==> config.mk <==
export PLATFORM = sky130hd
export DESIGN_NAME = encoder_top
export DESIGN_NICKNAME = d
export VERILOG_FILES = /design/src/rtl/encoder_top.sv
export SDC_FILE = /design/constraint.sdc
export NUM_CORES = 2
export LEC_CHECK = 0
export ABC_CLOCK_PERIOD_IN_PS = 5000
export BUFFER_PORTS_ARGS = -buffer_cell sky130_fd_sc_hd__buf_2
export CELL_PAD_IN_SITES_DETAIL_PLACEMENT = 0
export CELL_PAD_IN_SITES_GLOBAL_PLACEMENT = 2
export CORE_MARGIN = 1
export CORE_UTILIZATION = 48
export DETAILED_ROUTE_END_ITERATION = 10
export GPL_ROUTABILITY_DRIVEN = 0
export PLACE_DENSITY = 0.83
export REMOVE_ABC_BUFFERS = 1
export SLEW_MARGIN = 20
export SYNTH_ARGS = -nofsm -noshare
export SYNTH_HDL_FRONTEND = slang
export SYNTH_SLANG_ARGS = --single-unit
export TNS_END_PERCENT = 5
==> constraint.sdc <==
create_clock -name clk -period 5 [get_ports clk]
set_input_delay 0.75 -clock clk [delete_from_list [all_inputs] [get_ports clk]]
set_output_delay 0.75 -clock clk [all_outputs]
set_load 0.03 [all_outputs]
==> src/rtl/encoder_top.sv <==
// Keccak rho step: loads 64 slices of a 5x5x64 state, rotates each lane along z,
// and streams the rotated slices back out one strobe per slice.
module encoder_top (
    input  logic        clk,
    input  logic        rst,
    input  logic        rotate_en,
    output logic        donee,
    output logic [5:0]  cnt_value,
    input  logic [24:0] line_in,
    output logic        write_enable,
    output logic [24:0] write_value
);

    localparam int unsigned LINE_W = 25;
    localparam int unsigned DEPTH  = 64;
    localparam int unsigned IDX_W  = 6;

    // Rotation offset per slice bit i = 5*y + x.
    localparam int unsigned ROT_OFF [LINE_W] = '{
         0,  1, 62, 28, 27,
        36, 44,  6, 55, 20,
         3, 10, 43, 25, 39,
        41, 45, 15, 21,  8,
        18,  2, 61, 56, 14
    };

    typedef enum logic [2:0] {
        S_IDLE,
        S_LOAD,
        S_WR_A,
        S_WR_B,
        S_DONE
    } state_t;

    state_t              state_q;
    logic                donee_q;
    logic                we_q;
    logic [IDX_W-1:0]    cnt_q;
    logic [LINE_W-1:0]   wv_q;
    logic [LINE_W-1:0]   mem_q [DEPTH];

    logic [IDX_W-1:0]    rot_z_d;
    logic [LINE_W-1:0]   slice_d;
    logic [IDX_W-1:0]    src_d;

    // Slice to emit next; on the final LOAD cycle slice 63 is still on line_in,
    // so it is bypassed straight into the rotation instead of read from mem_q.
    always_comb begin
        rot_z_d = (state_q == S_LOAD) ? '0 : cnt_q + 6'd1;
        slice_d = '0;
        src_d   = '0;
        for (int unsigned i = 0; i < LINE_W; i++) begin
            src_d = rot_z_d - IDX_W'(ROT_OFF[i]);
            if ((state_q == S_LOAD) && (src_d == '1)) begin
                slice_d[i] = line_in[i];
            end else begin
                slice_d[i] = mem_q[src_d][i];
            end
        end
    end

    always_ff @(posedge clk) begin
        if (rst && (state_q == S_LOAD)) begin
            mem_q[cnt_q] <= line_in;
        end
    end

    always_ff @(posedge clk) begin
        if (!rst) begin
            state_q <= S_IDLE;
            donee_q <= 1'b0;
            we_q    <= 1'b0;
            cnt_q   <= '0;
            wv_q    <= '0;
        end else begin
            case (state_q)
                S_IDLE: begin
                    donee_q <= 1'b0;
                    we_q    <= 1'b0;
                    cnt_q   <= '0;
                    wv_q    <= '0;
                    if (rotate_en) begin
                        state_q <= S_LOAD;
                    end
                end
                S_LOAD: begin
                    if (cnt_q == '1) begin
                        state_q <= S_WR_A;
                        we_q    <= 1'b1;
                        wv_q    <= slice_d;
                        cnt_q   <= '0;
                    end else begin
                        cnt_q   <= cnt_q + 6'd1;
                    end
                end
                S_WR_A: begin
                    state_q <= S_WR_B;
                    we_q    <= 1'b0;
                end
                S_WR_B: begin
                    if (cnt_q == '1) begin
                        state_q <= S_DONE;
                        donee_q <= 1'b1;
                        cnt_q   <= '0;
                    end else begin
                        state_q <= S_WR_A;
                        we_q    <= 1'b1;
                        wv_q    <= slice_d;
                        cnt_q   <= cnt_q + 6'd1;
                    end
                end
                S_DONE: begin
                    we_q <= 1'b0;
                    if (!rotate_en) begin
                        state_q <= S_IDLE;
                        donee_q <= 1'b0;
                        wv_q    <= '0;
                    end
                end
                default: begin
                    state_q <= S_IDLE;
                    donee_q <= 1'b0;
                    we_q    <= 1'b0;
                    cnt_q   <= '0;
                    wv_q    <= '0;
                end
            endcase
        end
    end

    assign donee        = donee_q;
    assign write_enable = we_q;
    assign cnt_value    = cnt_q;
    assign write_value  = wv_q;

endmodule

==> flow_metrics.env <==
export IMPL_ir_drop_mv=0.364
export IMPL_post_route_worst_setup_slack_ns=0.643
export IMPL_synth_area_per_cell_um2=16.9
export IMPL_finalSetupTns_ns=0
export IMPL_fin_skew_ns=0.0234
export IMPL_die_x_um=370
export IMPL_dp_cells=5637
export IMPL_holdCritPathClass="input port to flop"
export IMPL_cts_root_buf="clkbuf_16"
export IMPL_fin_crit_ns=4.36
export IMPL_clk_pin_slew_ns=0.06
export IMPL_antenna_found_initial=9
export IMPL_num_vias=38400
export IMPL_slew_violations=0
export IMPL_synth_edf_count=1600
export IMPL_busiest_layer="met2"
export IMPL_dieArea_mm2=0.137
export IMPL_rsz0062_at_grt="no"
export IMPL_dp_hpwl_um=123000
export IMPL_core_area_mm2=0.134
export IMPL_grtUsageMet1_pct=42.6
export IMPL_syn_area_mm2=0.0649
export IMPL_ant_nets=0
export IMPL_slowest_stage="or3b_2"
export IMPL_crit_type="flop to flop"
export IMPL_drtIter0Drc=5617
export IMPL_clock_path_buffers=3
export IMPL_drt_vias_per_instance=6.47
export IMPL_postCtsHoldBufs=0
export IMPL_routed_wl_um=205000
export IMPL_ys_seq_area_share_pct=75.2
export IMPL_fillers=10300
export IMPL_cts_sinks=1636
export IMPL_relSlewSlack_pct=17.8
export IMPL_powerDensity_mw_per_mm2=396
export IMPL_grt_pass1_wl_um=284000
export IMPL_synth_seq_cells=1636
export IMPL_synth_warnings=0
export IMPL_area_growth_synth_to_final_pct=14.3
export IMPL_final_cell_area_mm2=0.0742
export IMPL_post_cts_buffers=0
export IMPL_hold_viol=0
export IMPL_layout_cells_non_filler=5942
export IMPL_fin_util_pct=55.4
export IMPL_cts_inserted_buffers=166
export IMPL_synthArstFlopShare_pct=0
export IMPL_crit_chain="or3b_2, nand2_1, inv_1, ha_1, inv_4, buf_4, mux4_2, nor2b_1, a2111oi_0, nor4_1, a32o_1"
export IMPL_synth_main_ff_cell="edfxtp_1"
export IMPL_track_usage_pct=30.1
export IMPL_status="completed"
export IMPL_initial_utilization_pct=48.5
export IMPL_finalNetCount=4073
export IMPL_critPathLaunchType="flop"
export IMPL_cp_arrival_ns=5.05
export IMPL_post_drt_wl_per_cell_um=34.5
export IMPL_ctsResizeCount=0
export IMPL_port_buffers=60
export IMPL_met3_usage_pct=6.51
export IMPL_worst_pin_slew_ns=1.23
export IMPL_clock_latency_ns=0.82
export IMPL_overflow=0
export IMPL_rows=134
export IMPL_grt_pass1_vias=36300
export IMPL_worstSetupEndpointType="flop"
export IMPL_critPathBufInv=3
export IMPL_drive_gt1_share_pct=19.5
export IMPL_post_dp_cell_area_mm2=0.0689
export IMPL_post_route_period_util_pct=87.1
export IMPL_netlist_instances=3842
export IMPL_ys_types=82
export IMPL_crit_fanout=31
export IMPL_cp_slowest_stage_delay_ns=0.59
export IMPL_cp_top_family="simple AND/OR/NAND/NOR gates"
export IMPL_leakagePower_nw=24.1
export IMPL_cp_required_ns=5.69
export IMPL_setup_violations=0
export IMPL_die_height_um=370
export IMPL_grt_max_degree=169
export IMPL_cts_tree="done"
export IMPL_p_total_mw=29.4
export IMPL_fmax_mhz=230
export IMPL_worst_hold_slack_ns=0.292
export IMPL_post_place_ws_ns=0.688
export IMPL_maxCapViolCount=0
export IMPL_dr_pass1_iters=8
export IMPL_htree_levels=4
export IMPL_globalRouteMet2Util_pct=46.1
export IMPL_ios=61
export IMPL_drc_errors=0
[synthesized netlist by cell type, drive strengths merged (27+ instances only)]
library cell | count | area, um^2
a211oi | 35 | 268
edfxtp | 1600 | 48000
buf | 132 | 803
xnor2 | 35 | 314
dfxtp | 36 | 721
mux4 | 221 | 4980
mux2i | 147 | 1470
nand3 | 251 | 1260
a32oi | 55 | 482
and3 | 27 | 169
nor2 | 128 | 480
o21ai | 57 | 285
a21oi | 49 | 249
nand4 | 70 | 438
nand2 | 618 | 2340
clkbuf | 91 | 342
[per-layer routing]
metal	vias to the layer above	wire length, um
met4	0	7550
li1	15600	-
met3	409	23400
met5	-	0
met2	2453	94300
met1	20000	79900
[power by group]
| group | leakage, nW | switching [mW] | total (mW) | internal (mW) |
|---|---|---|---|---|
| Sequential | 14.7 | 0.00767 | 15.1 | 15.1 |
| Combinational | 6.89 | 1.42 | 2.25 | 0.829 |
| Clock | 2.55 | 5.29 | 12.0 | 6.76 |
[cells in the final DEF, fill, tap and decap left out, types with 11 or more instances in the layout]
cell type,netlist,final
nand4_1,70,70
mux4_2,221,221
nor3_1,24,22
mux2_2,15,15
clkbuf_1,91,41
nor2_1,128,63
a32oi_1,55,55
o21ai_0,51,51
buf_12,1,49
xnor2_1,34,32
buf_2,74,48
mux2i_1,147,147
nand2_1,617,617
a21oi_1,48,46
a211oi_1,34,34
nor2b_1,12,12
clkbuf_16,0,168
dfxtp_1,36,35
o211ai_1,17,17
a22oi_1,19,19
a31oi_1,22,22
and3_1,27,27
clkinv_1,2,31
buf_4,16,154
edfxtp_1,1600,1600
clkinv_2,0,28
and2_1,11,11
nand3_1,251,251
nor2_4,0,65
[path summary, 6_finish.rpt]
check                           slack (ns)  cells after the start         endpoint            start
worst max-delay path                  0.64                     11  write_value[10]       state_q[0]
worst min-delay path                  0.29                      3       state_q[0]        rotate_en
worst max register to register        0.64                     11  write_value[10]       state_q[0]
worst min register to register        0.52                      2  write_value[11]  write_value[11]
[cell families (layout without fill, tap and decap cells)]
family / after synthesis / count (layout) / synth area share (%)
compound gates: 362 / 362 / 4.03
xor+xnor: 42 / 42 / 0.600
fa+ha+maj: 6 / 6 / 0.116
buf+inv: 233 / 563 / 1.83
flops: 1636 / 1636 / 75.2
mux: 383 / 383 / 10.2
other cells: 0 / 2 / 0
simple gates: 1180 / 1180 / 8.05
[flip-flops by register name (all words and copies together) (netlist names)]
name	flops
cnt_value	6
donee	1
mem_q	1600
state_q	3
write_enable	1
write_value	25
[worst reg2reg max path, cell delays in order, from the launching register on]
cell       delay [ns]
dfxtp_1          0.55
or3b_2           0.59
nand2_1          0.45
inv_1            0.14
ha_1             0.38
inv_4            0.40
buf_4            0.34
mux4_2           0.32
nor2b_1          0.14
a2111oi_0        0.53
nor4_1           0.12
a32o_1           0.28
[final cells by class]
class                           instances  area [um^2]  area share [%]
Antenna cell                            2         5.00         0.00675
Clock buffer                          218         4480            6.04
Clock inverter                         83          736           0.992
Inverter                               10         66.3          0.0894
Multi-Input combinational cell       1973        15500            20.9
Sequential cell                      1636        48800            65.8
Tap cell                             1768         2210            2.98
Timing Repair Buffer                  252         2400            3.24
Power figures use the tool's default switching activity.
